### src/rtl/alu_arbiter_pkg.sv
// Shared types and constants for the ALU arbiter: FSM state encoding, default hold limit
// and the sr_cpu ALU opcodes.
package alu_arbiter_pkg;

  typedef enum logic {
    ARB_IDLE  = 1'b0,
    ARB_OWNED = 1'b1
  } arb_state_e;

  localparam int ARB_MAX_HOLD_DEF = 64;

  localparam logic [2:0] ALU_ADD  = 3'b000;
  localparam logic [2:0] ALU_OR   = 3'b001;
  localparam logic [2:0] ALU_SRL  = 3'b010;
  localparam logic [2:0] ALU_SLTU = 3'b011;
  localparam logic [2:0] ALU_SUB  = 3'b100;

  // Width of an index into n requesters, never below one bit.
  function automatic int idx_w(input int n);
    return (n > 1) ? $clog2(n) : 1;
  endfunction

endpackage

### src/rtl/alu_arbiter_rr_pick.sv
// Combinational round-robin picker: searches req_i starting just after last_i and returns
// the first hit as one-hot gnt_o plus its index.
module alu_arbiter_rr_pick
  import alu_arbiter_pkg::*;
#(
  parameter int NREQ = 2,
  parameter int LW   = idx_w(NREQ)
) (
  input  logic [NREQ-1:0] req_i,
  input  logic [LW-1:0]   last_i,
  output logic [NREQ-1:0] gnt_o,
  output logic [LW-1:0]   idx_o,
  output logic            vld_o
);

  logic [LW-1:0] cand;

  always_comb begin
    gnt_o = '0;
    idx_o = '0;
    vld_o = 1'b0;
    cand  = '0;
    for (int k = 1; k <= NREQ; k++) begin
      cand = LW'((int'(last_i) + k) % NREQ);
      if (!vld_o && req_i[cand]) begin
        vld_o       = 1'b1;
        gnt_o[cand] = 1'b1;
        idx_o       = cand;
      end
    end
  end

endmodule

### src/rtl/alu_arbiter.sv
// Round-robin, lock-until-release arbiter sharing one combinational ALU between NREQ units.
// Optional forced revoke after MAX_HOLD owned cycles is enabled by defining ALU_ARB_TIMEOUT_EN.
module alu_arbiter
  import alu_arbiter_pkg::*;
#(
  parameter int NREQ     = 2,
  parameter int W        = 8,
  parameter int MAX_HOLD = ARB_MAX_HOLD_DEF
) (
  input  logic              clk_i,
  input  logic              rst_i,
  input  logic [NREQ-1:0]   req_i,
  input  logic [NREQ*W-1:0] a_i,
  input  logic [NREQ*W-1:0] b_i,
  input  logic [NREQ*3-1:0] op_i,
  output logic [NREQ-1:0]   grant_o,
  output logic [W-1:0]      res_o,
  output logic [W-1:0]      alu_a_o,
  output logic [W-1:0]      alu_b_o,
  output logic [2:0]        alu_op_o,
  input  logic [W-1:0]      alu_res_i,
  output logic              busy_o,
  output logic              timeout_o
);

  localparam int LW = idx_w(NREQ);
  localparam int CW = $clog2(MAX_HOLD + 1);

  if (NREQ < 2 || NREQ > 8 || MAX_HOLD < 1) begin : g_bad_cfg
    $error("alu_arbiter: NREQ must be 2..8 and MAX_HOLD at least 1");
  end

  arb_state_e      state_q, state_d;
  logic [NREQ-1:0] grant_q, grant_d;
  logic [LW-1:0]   last_q, last_d;
  logic [NREQ-1:0] pick_req, pick_gnt;
  logic [LW-1:0]   pick_idx;
  logic            pick_vld;
  logic            arbitrate;

  logic [W-1:0] a_arr  [NREQ];
  logic [W-1:0] b_arr  [NREQ];
  logic [2:0]   op_arr [NREQ];

  for (genvar g = 0; g < NREQ; g++) begin : g_unpack
    assign a_arr[g]  = a_i[g*W +: W];
    assign b_arr[g]  = b_i[g*W +: W];
    assign op_arr[g] = op_i[g*3 +: 3];
  end

`ifdef ALU_ARB_TIMEOUT_EN
  logic [CW-1:0]   hold_q, hold_d;
  logic [NREQ-1:0] mask_q, mask_d;
  logic            timeout_q, timeout_d;

  // The current owner and any unit revoked by timeout are excluded from the next pick.
  assign pick_req  = req_i & ~grant_q & ~mask_q;
  assign timeout_o = timeout_q;
`else
  assign pick_req  = req_i & ~grant_q;
  assign timeout_o = 1'b0;
`endif

  alu_arbiter_rr_pick #(
    .NREQ (NREQ),
    .LW   (LW)
  ) u_rr_pick (
    .req_i  (pick_req),
    .last_i (last_q),
    .gnt_o  (pick_gnt),
    .idx_o  (pick_idx),
    .vld_o  (pick_vld)
  );

  // While OWNED, last_q is the owner index, so it doubles as the mux select.
  always_comb begin
    state_d   = state_q;
    grant_d   = grant_q;
    last_d    = last_q;
    arbitrate = 1'b0;
`ifdef ALU_ARB_TIMEOUT_EN
    hold_d    = hold_q;
    mask_d    = mask_q & req_i;
    timeout_d = 1'b0;
`endif
    case (state_q)
      ARB_IDLE: arbitrate = 1'b1;
      ARB_OWNED: begin
        if (!req_i[last_q]) begin
          arbitrate = 1'b1;
        end
`ifdef ALU_ARB_TIMEOUT_EN
        else if (hold_q == CW'(MAX_HOLD - 1)) begin
          arbitrate      = 1'b1;
          timeout_d      = 1'b1;
          mask_d[last_q] = 1'b1;
        end else begin
          hold_d = hold_q + 1'b1;
        end
`endif
      end
      default: state_d = ARB_IDLE;
    endcase
    if (arbitrate) begin
      if (pick_vld) begin
        grant_d = pick_gnt;
        last_d  = pick_idx;
        state_d = ARB_OWNED;
`ifdef ALU_ARB_TIMEOUT_EN
        hold_d  = '0;
`endif
      end else begin
        grant_d = '0;
        state_d = ARB_IDLE;
      end
    end
  end

  always_ff @(posedge clk_i) begin
    if (!rst_i) begin
      state_q   <= ARB_IDLE;
      grant_q   <= '0;
      last_q    <= LW'(NREQ - 1);
`ifdef ALU_ARB_TIMEOUT_EN
      hold_q    <= '0;
      mask_q    <= '0;
      timeout_q <= 1'b0;
`endif
    end else begin
      state_q   <= state_d;
      grant_q   <= grant_d;
      last_q    <= last_d;
`ifdef ALU_ARB_TIMEOUT_EN
      hold_q    <= hold_d;
      mask_q    <= mask_d;
      timeout_q <= timeout_d;
`endif
    end
  end

  always_comb begin
    alu_a_o  = '0;
    alu_b_o  = '0;
    alu_op_o = '0;
    if (state_q == ARB_OWNED) begin
      alu_a_o  = a_arr[last_q];
      alu_b_o  = b_arr[last_q];
      alu_op_o = op_arr[last_q];
    end
  end

  assign res_o   = alu_res_i;
  assign grant_o = grant_q;
  assign busy_o  = |grant_q;

endmodule

### config.mk
export PLATFORM = sky130hd
export DESIGN_NAME = alu_arbiter
export DESIGN_NICKNAME = d
export VERILOG_FILES = /design/src/rtl/alu_arbiter_pkg.sv /design/src/rtl/alu_arbiter_rr_pick.sv /design/src/rtl/alu_arbiter.sv
export SDC_FILE = /design/constraint.sdc
export NUM_CORES = 1
export LEC_CHECK = 0
export ABC_AREA = 0
export BUFFER_PORTS_ARGS = -buffer_cell sky130_fd_sc_hd__clkbuf_2
export CORE_ASPECT_RATIO = 1.5
export CORE_MARGIN = 10
export CORE_UTILIZATION = 31
export CTS_CLUSTER_DIAMETER = 150
export CTS_CLUSTER_SIZE = 24
export DETAILED_ROUTE_END_ITERATION = 10
export PLACE_DENSITY_LB_ADDON = 0.15
export SLEW_MARGIN = 40
export SYNTH_ARGS = -nofsm -noshare
export SYNTH_HDL_FRONTEND = slang
export SYNTH_SLANG_ARGS = --single-unit
### constraint.sdc
create_clock -name clk_i -period 1.4 [get_ports clk_i]
set_input_delay 0.07 -clock clk_i [delete_from_list [all_inputs] [get_ports clk_i]]
set_output_delay 0.07 -clock clk_i [all_outputs]
set_load 0.01 [all_outputs]
==> key figures <==
Run status
  • Outcome: finished clean

Yosys
  • Synth Instances: 75
  • XOR/XNOR Fraction of Synth Area: 0%
  • Synth Area in Adders: 0%
  • Share of the synthesized area in the top cell type: 33.6%
  • Seq/Total Area, Yosys: between 10% and 20%
  • EDFF count, synth: 0
  • Synthesized flop and latch total: 4
  • Ys async rst share: 0%
  • Area of the mapped netlist: 626 sq um
  • Mux contribution to synthesized area: approximately a third
  • Syn. warnings: 0
  • Library cells used by synthesis: 19
  • Main combinational cell family by area after synthesis: multiplexers
  • Synth Area in Simple Gates: a little over a quarter
  • Largest area contributor in the netlist: mux2i_1
  • Dominant cells by area after synthesis: mux2i_1 (34%), nor2b_1 (21%), buf_4 (13%)
  • Synth Area in Compound Gates: 8.60%
  • Mean Syn Cell Area: between 8 and 9 sq um
  • Post-synth net total: about 130
  • Main synth FF type: dfxtp_1

Worst setup path
  • Worst setup SP type: flop
  • R2R Setup Slk: roughly 0.31 ns
  • Worst path top cell family by delay: flip-flops
  • Worst EP required: between 1 and 1.5 ns
  • Worst-path maximum fanout: 11
  • R2r endpoint: state_q
  • Crit path buffers/inverters: 2
  • Crit path from: last_q
  • CP endpoint: alu_b_o[2]
  • R2R cell count: 3
  • Worst-path cell chain: buf_6 > mux2i_2 > nor2b_1 > clkbuf_2
  • Crit path arrival time: between 1 and 1.5 ns
  • Reg2reg start: last_q
  • Setup CP Type: reg2out
  • CP max stage delay: between 0.3 and 0.4 ns
  • Critical path capture point type: output port
  • Crit. path cell count: 4
  • CP max stage cell: dfxtp_2

Cells and area
  • Final core occ: between 40% and 50%
  • Fraction of layout cells with a size suffix above 1: slightly below 60%
  • N_diodes: 0
  • Area grow syn2layout: 47.8%
  • # nets final: between 150 and 200

Run
  • Max-Cap Viols: 0

Floorplan
  • Height of the die: approximately 75 um
  • Die ar.: 0.00425 sq mm
  • Core area: roughly 0.0019 sq mm
  • Die X: 56.7 um
  • Rows: 19
  • Boundary pin count: 81
  • Initial Util: between 30% and 40%

GRT
  • Antenna violations before repair: 0
  • GRT Resource Usage Total: under 10%
  • Largest net degree at the start of global routing: 13
  • First-pass GRT wire length: 3600 um
  • Total gr overflow: 0
  • Vias in the first global route: approximately 860

Drt
  • Vias: approximately 710
  • DRC Markers: 0
  • Via-to-Cell Ratio: roughly 4.7
  • Routed length per instance: 13.5 um
  • Routed Wire Length: between 2000 and 2500 um
  • Remaining antenna violation count: 0
  • DRT Pass-1 Iters: 4
  • DRT iter0 DRCs: 4

Placed design
  • GPL Wtd Cong: between 0.8 and 0.9
  • Number of port buffers: between 60 and 70
  • Hpwl dp: 1800 um

Clock network
  • TritonCTS buffer count: 3
  • Clock Latency Late Sink: 0.24 ns
  • CTS tree: done
  • CTS Sinks: 4
  • H-tree depth: 1
  • Root Driver: clkbuf_4
  • CTS max path bufs: 2
  • # hold bufs at CTS: 0
  • Setup bufs post-CTS: 0
  • Reg clk slew, reported paths: around 0.040 ns
  • Post-cts resize count: 0

STA
  • Final setup skew: approximately 0.0027 ns
  • Final Cycle Share: between 90% and 100%
  • Max-slew violation count: 0
  • Maximum clock frequency: between 700 and 800 MHz
  • Final Setup Violations: 0
  • RSZ-0062 raised after global routing: false
  • Setup TNS: 0 ns
  • Final Hold Viols: 0
  • Final Critical Period: 1.26 ns

Power
  • Pwr Density: between 600 and 700 mW/mm^2
  • Share of power burned in registers: between 20% and 30%
  • P_sw: ~0.22 mW
  • Power share of the clock group: 24.6%
  • Pint: approximately 0.4 mW
  • Worst IR Drop VDD: about 0.00043 V
  • Combinational share of power: between 50% and 60%
  • Pleak: 0.586 nW
  • Switching share of power: 35.2%

Min path
  • Hold crit path type: in2reg
==> layout by cell type, fill, tap and decap left out, drive strengths merged <==
master	instances
clkbuf	66
dfxtp	4
mux2i	21
and2	2
nand2b	1
o21ai	1
or2	1
nand2	1
inv	2
o31a	1
o211ai	1
o311ai	1
conb	1
nor2b	22
o22ai	1
buf	3
a32o	1
==> power groups by stage <==
| stage | clock, mW | sequential (mW) | combinational (mW) |
|---|---|---|---|
| global route | 0.168 | 0.144 | 0.364 |
| CTS | 0.154 | 0.139 | 0.325 |
| finish | 0.152 | 0.142 | 0.324 |
| detailed placement | 0 | 0.141 | 0.324 |
| global placement | 0 | 0.141 | 0.320 |
| floorplan | 0 | 0.136 | 0.225 |
==> per-stage QoR <==
step / hold slack (ns) / cell area (sq um) / std cells / power, mW / setup WS [ns]
3_3_place_gp: 0.140 / 888 / 148 / 0.461 / 0.286
6_report: 0.0704 / 925 / 151 / 0.618 / 0.139
3_5_place_dp: 0.140 / 888 / 148 / 0.465 / 0.275
2_1_floorplan: 0.143 / 626 / 75 / 0.361 / 0.317
4_1_cts: 0.0630 / 911 / 151 / 0.618 / 0.0592
5_1_grt: 0.0784 / 925 / 151 / 0.677 / 0.0449
==> metal layers <==
| metal | global-route usage [%] | wire length, um |
|---|---|---|
| met1 | 9.49 | 728 |
| met2 | 16.5 | 931 |
| met3 | 5.05 | 303 |
| met4 | 6.70 | 77 |
| met5 | 0 | 0 |
==> registers in the layout, summed over array words and instances (netlist names) <==
name and flops:
grant_o 2, state_q 1, last_q 1
==> cell usage after synthesis (2+ instances only) <==
cell and n:
nor2b_1 21, and2_1 2, clkbuf_1 2, buf_4 11, inv_1 2, dfxtp_1 4, mux2i_1 21
==> layout make-up <==
cell class | instances | area, sq um
multi-input combinational | 55 | 440
inverter | 2 | 7.51
tap | 21 | 26.3
fill | 186 | 953
clock buffer | 3 | 22.5
timing repair buffer | 66 | 345
sequential | 4 | 82.6
==> cell families after synthesis <==
| logic type | after synthesis |
|---|---|
| AO/OA/AOI/OAI | 6 |
| buffers and inverters | 16 |
| flip-flops | 4 |
| multiplexers | 21 |
| other | 1 |
| AND/OR/NAND/NOR | 27 |
==> worst min-delay path by stage <==
stage | from | to | slack, ns | cells after the start
after floorplan | rst_i | last_q | 0.14 | 1
after global placement | alu_res_i[4] | res_o[4] | 0.14 | 0
after detailed placement | alu_res_i[4] | res_o[4] | 0.14 | 0
after CTS | rst_i | last_q | 0.06 | 2
after global routing | rst_i | last_q | 0.08 | 2
final | rst_i | last_q | 0.07 | 2
(Power assumes the default switching activity.)
